<file path="src/rtl/int_ctrl.sv">
// Interrupt controller: IRQ synchronisers, edge/level pending latch, enable mask,
// in-service tracking and a registered request vector for decode. Macro INT_CTRL_NESTED_EN enables priority nesting.
module int_ctrl #(
    parameter int NUM_SRC     = 16,
    parameter int SYNC_STAGES = 2
) (
    input  logic               clk,
    input  logic               rst,
    input  logic               clk_en,
    input  logic [NUM_SRC-1:0] irq_in,
    input  logic               cfg_we,
    input  logic               cfg_re,
    input  logic [1:0]         cfg_addr,
    input  logic [31:0]        cfg_wdata,
    output logic [31:0]        cfg_rdata,
    input  logic               ack_valid,
    input  logic [7:0]         ack_code,
    input  logic               rfi_valid,
    output logic [NUM_SRC-1:0] interrupts,
    output logic [NUM_SRC-1:0] in_service
);

    localparam logic [1:0] A_PENDING  = 2'd0;
    localparam logic [1:0] A_ENABLE   = 2'd1;
    localparam logic [1:0] A_EDGE_SEL = 2'd2;
    localparam logic [1:0] A_FORCE    = 2'd3;

    logic [NUM_SRC-1:0] sync_q [SYNC_STAGES];
    logic [NUM_SRC-1:0] prev_q;
    logic [NUM_SRC-1:0] pending_q, pending_d;
    logic [NUM_SRC-1:0] enable_q, enable_d;
    logic [NUM_SRC-1:0] edge_sel_q, edge_sel_d;
    logic [NUM_SRC-1:0] in_service_q, in_service_d;
    logic [NUM_SRC-1:0] interrupts_q, interrupts_d;
    logic [31:0]        cfg_rdata_q, cfg_rdata_d;

    logic [NUM_SRC-1:0] sync, rise, ack_oh, wr_clr, wr_force, cand, pend_edge;
    logic               ack_hit;
    logic               unused_ok;

    // One-hot of the highest set bit (highest index = highest priority).
    function automatic logic [NUM_SRC-1:0] top_bit(input logic [NUM_SRC-1:0] v);
        logic [NUM_SRC-1:0] r;
        r = '0;
        for (int i = 0; i < NUM_SRC; i++) begin
            if (v[i]) begin
                r    = '0;
                r[i] = 1'b1;
            end
        end
        return r;
    endfunction

    // Bit i set when no in-service bit sits at index i or above.
    function automatic logic [NUM_SRC-1:0] above_ceiling(input logic [NUM_SRC-1:0] v);
        logic [NUM_SRC-1:0] r;
        for (int i = 0; i < NUM_SRC; i++) begin
            r[i] = ~|(v >> i);
        end
        return r;
    endfunction

    assign unused_ok = ^cfg_wdata[31:NUM_SRC];

    always_comb begin
        sync     = sync_q[SYNC_STAGES-1];
        rise     = sync & ~prev_q;
        ack_hit  = ack_valid && (ack_code[7:4] == 4'hF);
        ack_oh   = ack_hit ? ({{(NUM_SRC-1){1'b0}}, 1'b1} << ack_code[3:0]) : '0;
        wr_clr   = (cfg_we && cfg_addr == A_PENDING) ? cfg_wdata[NUM_SRC-1:0] : '0;
        wr_force = (cfg_we && cfg_addr == A_FORCE) ? cfg_wdata[NUM_SRC-1:0] : '0;

        enable_d   = (cfg_we && cfg_addr == A_ENABLE) ? cfg_wdata[NUM_SRC-1:0] : enable_q;
        edge_sel_d = (cfg_we && cfg_addr == A_EDGE_SEL) ? cfg_wdata[NUM_SRC-1:0] : edge_sel_q;

        // Set terms are OR'd in after the clears so a coincident set wins.
        pend_edge = (pending_q & ~(wr_clr | ack_oh)) | rise | wr_force;
        pending_d = (edge_sel_q & pend_edge) | (~edge_sel_q & sync);

        cand = pending_q & enable_q;
`ifdef INT_CTRL_NESTED_EN
        in_service_d = in_service_q;
        if (rfi_valid) begin
            in_service_d = in_service_q & ~top_bit(in_service_q);
        end
        in_service_d = in_service_d | ack_oh;
        interrupts_d = cand & above_ceiling(in_service_q);
`else
        in_service_d = in_service_q;
        if (ack_hit) begin
            in_service_d = ack_oh;
        end else if (rfi_valid) begin
            in_service_d = '0;
        end
        interrupts_d = (|in_service_q) ? '0 : cand;
`endif

        cfg_rdata_d = cfg_rdata_q;
        if (cfg_re) begin
            case (cfg_addr)
                A_PENDING:  cfg_rdata_d = {{(32-NUM_SRC){1'b0}}, pending_q};
                A_ENABLE:   cfg_rdata_d = {{(32-NUM_SRC){1'b0}}, enable_q};
                A_EDGE_SEL: cfg_rdata_d = {{(32-NUM_SRC){1'b0}}, edge_sel_q};
                default:    cfg_rdata_d = '0;
            endcase
        end
    end

    always_ff @(posedge clk) begin
        if (rst) begin
            for (int s = 0; s < SYNC_STAGES; s++) begin
                sync_q[s] <= '0;
            end
            prev_q       <= '0;
            pending_q    <= '0;
            enable_q     <= '0;
            edge_sel_q   <= '0;
            in_service_q <= '0;
            interrupts_q <= '0;
            cfg_rdata_q  <= '0;
        end else if (clk_en) begin
            sync_q[0] <= irq_in;
            for (int s = 1; s < SYNC_STAGES; s++) begin
                sync_q[s] <= sync_q[s-1];
            end
            prev_q       <= sync;
            pending_q    <= pending_d;
            enable_q     <= enable_d;
            edge_sel_q   <= edge_sel_d;
            in_service_q <= in_service_d;
            interrupts_q <= interrupts_d;
            cfg_rdata_q  <= cfg_rdata_d;
        end
    end

    assign interrupts = interrupts_q;
    assign in_service = in_service_q;
    assign cfg_rdata  = cfg_rdata_q;

endmodule

</file>
<file path="config.mk">
export PLATFORM = sky130hd
export DESIGN_NAME = int_ctrl
export DESIGN_NICKNAME = d
export VERILOG_FILES = /design/src/rtl/int_ctrl.sv
export SDC_FILE = /design/constraint.sdc
export NUM_CORES = 1
export LEC_CHECK = 0
export ABC_CLOCK_PERIOD_IN_PS = 2820
export BUFFER_PORTS_ARGS = -buffer_cell sky130_fd_sc_hd__buf_2
export CAP_MARGIN = 20
export CORE_AREA = 4 4 116 118
export CTS_CLUSTER_DIAMETER = 120
export DETAILED_ROUTE_END_ITERATION = 8
export DIE_AREA = 0 0 120 122
export HOLD_SLACK_MARGIN = 0.08
export MAX_ROUTING_LAYER = met4
export PLACE_DENSITY = 0.73
export SETUP_SLACK_MARGIN = 0.4
export SLEW_MARGIN = 20
export SYNTH_ARGS = -nofsm -noshare
export SYNTH_HDL_FRONTEND = slang
export SYNTH_SLANG_ARGS = --single-unit
</file>
<file path="constraint.sdc">
create_clock -name clk -period 2.82 [get_ports clk]
set_clock_uncertainty 0.1 [all_clocks]
set_input_delay 0.141 -clock clk [delete_from_list [all_inputs] [get_ports clk]]
set_output_delay 0.141 -clock clk [all_outputs]
set_load 0.01 [all_outputs]
</file>
* Word-level counts from Yosys, hierarchy flattened
Memory sizes are Yosys's and may differ from the RTL's.
Cells that the tools add are included.
** Operators by class
- Equal/unequal tests :: 4
- Shift operators :: 1
- Mux-type cells :: 14
- Bitwise operators :: 14
- Reductions and logical operators :: 12
** Operators with widths (count)
- $mux 16 :: 8
- $and 16x16->16 :: 5
- $or 16x16->16 :: 4
- $not 16->16 :: 3
- $pmux 16 s3 :: 1
- $reduce_or 16->1 :: 1
- $shl 1x4->16 const A :: 1
- $reduce_and 2->1 :: 4
- $logic_and 1x1->1 :: 5
- $mux 1 :: 5
- $eq 2x2->1 const B :: 2
- $eq 4x4->1 const B :: 1
- $eq 2x1->1 const B :: 1
- $logic_not 2->1 :: 1
- $or 1x1->1 :: 2
- $reduce_bool 2->1 :: 1
** Word-level totals
- Register bits after elaboration :: 128
- Bits in writable memories :: 32
- Output and inout port bits :: 64
- Word-level logic and storage cells :: 53
- Memories :: 1
** Memories
- sync_q :: words 2, bits a word 16, read ports 2, clocked after memory_dff 0, wr ports 2, line 28 : logic [NUM_SRC-1:0] sync_q [SYNC_STAGES];

* Depth between registers and ports, before layout
- Depth in word-level cells :: 10
- Depth in mapped cells :: 8
- Gate-level depth less buffers :: 4

* Worst setup path before layout
Ideal clock, no wire load.
- Path type :: input port to flip-flop
- Start point :: in clk_en
- End point :: reg in_service_q[3], in the netlist in_service[3]
- Arrival time :: 1.384 ns
- Data required time :: 2.603 ns
- Path slack :: 1.219 ns
- Cell stages on the path :: 6
- Buffers on the path :: 2
- Cells stage by stage :: buf_2 -> nor2_4 -> inv_2 -> o31ai_2 -> buf_2 -> a22o_1
** On the way
- Word-level cells in the longest chain between the ends :: 1
** Ends and longest elaborated chain
- start: declaration :: line 9 : input logic clk_en,
- $reduce_and 2->1 (no line)
- end signal: assignment :: line 130 : in_service_q <= in_service_d;
- end: declaration :: line 33 : logic [NUM_SRC-1:0] in_service_q, in_service_d;
Every way passes these cells.
A chain may end at the register's enable or synchronous reset.

* Worst setup path after layout
- Start point :: in cfg_addr[0]
- End point :: reg enable_q[0]
** On the way
- Word-level cells in the longest chain between the ends :: 3
** Ends and longest elaborated chain
- start: declaration :: line 13 : input logic [1:0] cfg_addr,
- $eq 2x1->1 :: line 73 : enable_d = (cfg_we && cfg_addr == A_ENABLE) ? cfg_wdata[NUM_SRC-1:0] : enable_q;
- $logic_and 1x1->1 :: line 73
- $reduce_and 2->1 (no line)
- end signal: assignment :: line 128 : enable_q <= enable_d;
- end: declaration :: line 31 : logic [NUM_SRC-1:0] enable_q, enable_d;
Every way passes these cells.

==> metrics.md <==
| Metric | Value |
|---|---|
| Status | `finished clean` |
| Pint | `3.74 mW` |
| Maxcap violations | `0` |
| Hold Fails Final Rpt | `0` |
| WS Path Type | `input port to flip-flop` |
| Setup tns final | `0 ns` |
| Pleak | `3.08 nW` |
| Syn Std Cell Area | `0.00620 sq mm` |
| Antenna Nets Post-Route | `0` |
| Post-detail-place hpwl | `10.8 mm` |
| Yosys cell types | `39` |
| Combinational share of power | `0.079` |
| Initial antenna violation count | `0` |
| Diode count | `0` |
| Worst EP arrival | `2.05 ns` |
| Synth top area share | `0.362` |
| H-tree lvl count | `4` |
| Vias in the first global route | `4,937` |
| Fraction of power spent switching nets | `0.227` |
| Mean Syn Cell Area | `9.78 sq um` |
| Global route total overflow | `0` |
| Fin nets | `821` |
| Fin util | `0.615` |
| Rows | `41` |
| Post-synth EDFFs | `32` |
| Clock slew at the register clock pins of the worst setup and hold paths | `0.06 ns` |
| Largest net degree at the start of global routing | `49` |
| Placement Cell Area | `0.00671 sq mm` |
| Seq cells post-synth | `144` |
| 1st-pass router iterations | `6` |
| Total GRT Usage | `0.237` |
| Vias after detailed routing | `5,293` |
| Flop-to-flop setup slack | `1.28 ns` |
| CTS tree | `yes` |
| Initial Util | `0.497` |
| Synth area leaders | `dfxtp_1 (36%), edfxtp_1 (16%), nand2_1 (6.2%)` |
| Slew of the pin with the lowest slew margin | `0.940 ns` |
| Die ar. | `0.0146 sq mm` |
| Most used DFF post-synth | `dfxtp_1` |
| Clock Latency Late Sink | `0.42 ns` |
| Layout area overhead | `23.7%` |
| Synth warnings | `0` |
| Buffers on Ports | `96` |
| Fillers | `1,029` |
| GP Congestion | `0.854` |
| Worst slew margin | `0.370` |
| Leading area contributor after synthesis | `dfxtp_1` |
| Vert. Die Dim | `122 um` |
| Global-route wire length before repair | `26.2 mm` |
| Worst EP required | `3.02 ns` |
| Minimum clock period | `1.85 ns` |
| Final Cell Area | `0.00767 sq mm` |
| Hold Crit Class | `input port to flip-flop` |
| Most frequent cell after synthesis | `dfxtp_1` |
| Routed len/inst | `17.7 um` |
| Seq/Total Area, Yosys | `0.517` |
| RSZ-0062 raised after global routing | `no` |
| CP endpoint kind | `flip-flop` |
| Routed wire length | `16.6 mm` |
| Pwr dens | `631 mW/mm^2` |
| Sw Pwr | `1.10 mW` |
| CTS Sinks | `144` |
| Seq pwr share | `0.463` |
| Crit path max fanout | `19` |
| Clock network power share | `0.459` |
| Clk buf depth | `2` |
| Post-CTS setup buffer count | `0` |
| Vias per cell | `5.63` |
| Share of layout cells above drive strength 1 | `0.206` |
| CTS Buf Count | `17` |
| CP startpoint kind | `input port` |
| Initial drt markers | `576` |
| Core Area | `0.0125 sq mm` |
| Mapped Cells | `634` |
| Max Clk Rate | `539 MHz` |
| Worst vdd ir | `0.332 mV` |
| Fin Hold WS | `0.120 ns` |
| Final setup viols | `0` |
| Chip Width | `120 um` |
| Synth top cells by count | `dfxtp_1 (112), nand2_1 (103), nor2_1 (53)` |
| Tcrit/Tclk final | `0.658` |
| Remaining DRCs | `0` |
| Ports | `129` |
| Clk root buf | `clkbuf_16` |
| Post-synthesis async set-or-reset flop share | `0` |
| Max-slew violations | `0` |
## flip-flops by register name, indices dropped and copies added (netlist names)
signal / cells
in_service: 16
interrupts: 16
pending_q: 16
prev_q: 16
cfg_rdata: 16
enable_q: 16
sync_q: 32
edge_sel_q: 16
## cells in the final DEF, fill, tap and decap left out, types with 3 or more instances in the layout
master	count
dfxtp_1	112
nand2_1	103
buf_2	96
nor2_1	53
dlygate4sd3_1	37
and2_1	35
a21oi_1	34
mux2i_1	32
edfxtp_1	32
nand3_1	20
clkbuf_16	18
nor2b_1	17
nor3_1	17
a32o_1	16
a211oi_1	16
a31oi_1	16
a221o_1	16
conb_1	16
buf_4	15
a22o_1	14
o221ai_2	10
o221ai_1	6
clkbuf_8	6
nor4_1	4
nor3b_1	3
clkbuf_1	3
clkinv_2	3
## metal layers
metal	track usage	wire, um
met3	0.0511	1530
met1	0.305	7010
met4	0.125	614
met5	-	0
met2	0.353	7460
## per-stage QoR
step | worst slack (ns) | instances | total power, mW
after floorplan | 1.22 | 649 | 2.50
after global placement | 0.834 | 872 | 2.60
after detailed placement | 0.777 | 872 | 2.62
after CTS | 1.01 | 940 | 4.85
after global routing | 0.886 | 940 | 5.00
final | 0.965 | 940 | 4.84
## worst max-delay path, cell delays in order
cell and delay, ns:
buf_2 0.50, nand3_2 0.15, or2_2 0.49, nand2_1 0.13
a21oi_1 0.07, dlygate4sd3_1 0.57
## layout make-up
type,instances,area [sq um],area share
clock buffer,27,544,0.0710
clock inverter,4,45.0,0.00587
inverter,2,7.51,0.000979
multi-input combinational,443,2690,0.351
sequential,144,3200,0.418
tap,172,215,0.0281
timing repair buffer,148,963,0.126
## kinds of logic (layout without fill, tap and decap cells)
family	Yosys count	after routing	share of synthesized area
other	1	16	0.000605
AO/OA/AOI/OAI	131	131	0.172
buffers and inverters	62	181	0.0585
flip-flops	144	144	0.517
AND/OR/NAND/NOR	264	264	0.201
multiplexers	32	32	0.0517
## power groups by stage
stage,combinational [mW],clock [mW],sequential (mW)
6_report,0.380,2.22,2.24
3_3_place_gp,0.326,0,2.28
2_1_floorplan,0.227,0,2.27
3_5_place_dp,0.336,0,2.28
4_1_cts,0.375,2.24,2.24
5_1_grt,0.413,2.34,2.25
## timing repair
| item | CTS | global route |
|---|---|---|
| hold buffers | 37 | 0 |
| hold endpoints to repair | 72 | 0 |
| gates resized for setup | 0 | 0 |
## final timing paths
check                                     from        endpoint  cells past startpoint
worst max register to register  in_service[15]   interrupts[1]                      5
worst min register to register   interrupts[3]   interrupts[3]                      1
worst max-delay path               cfg_addr[0]     enable_q[0]                      6
worst min-delay path                    clk_en  in_service[12]                      3
No activity file was read; power rests on OpenSTA's default activity.
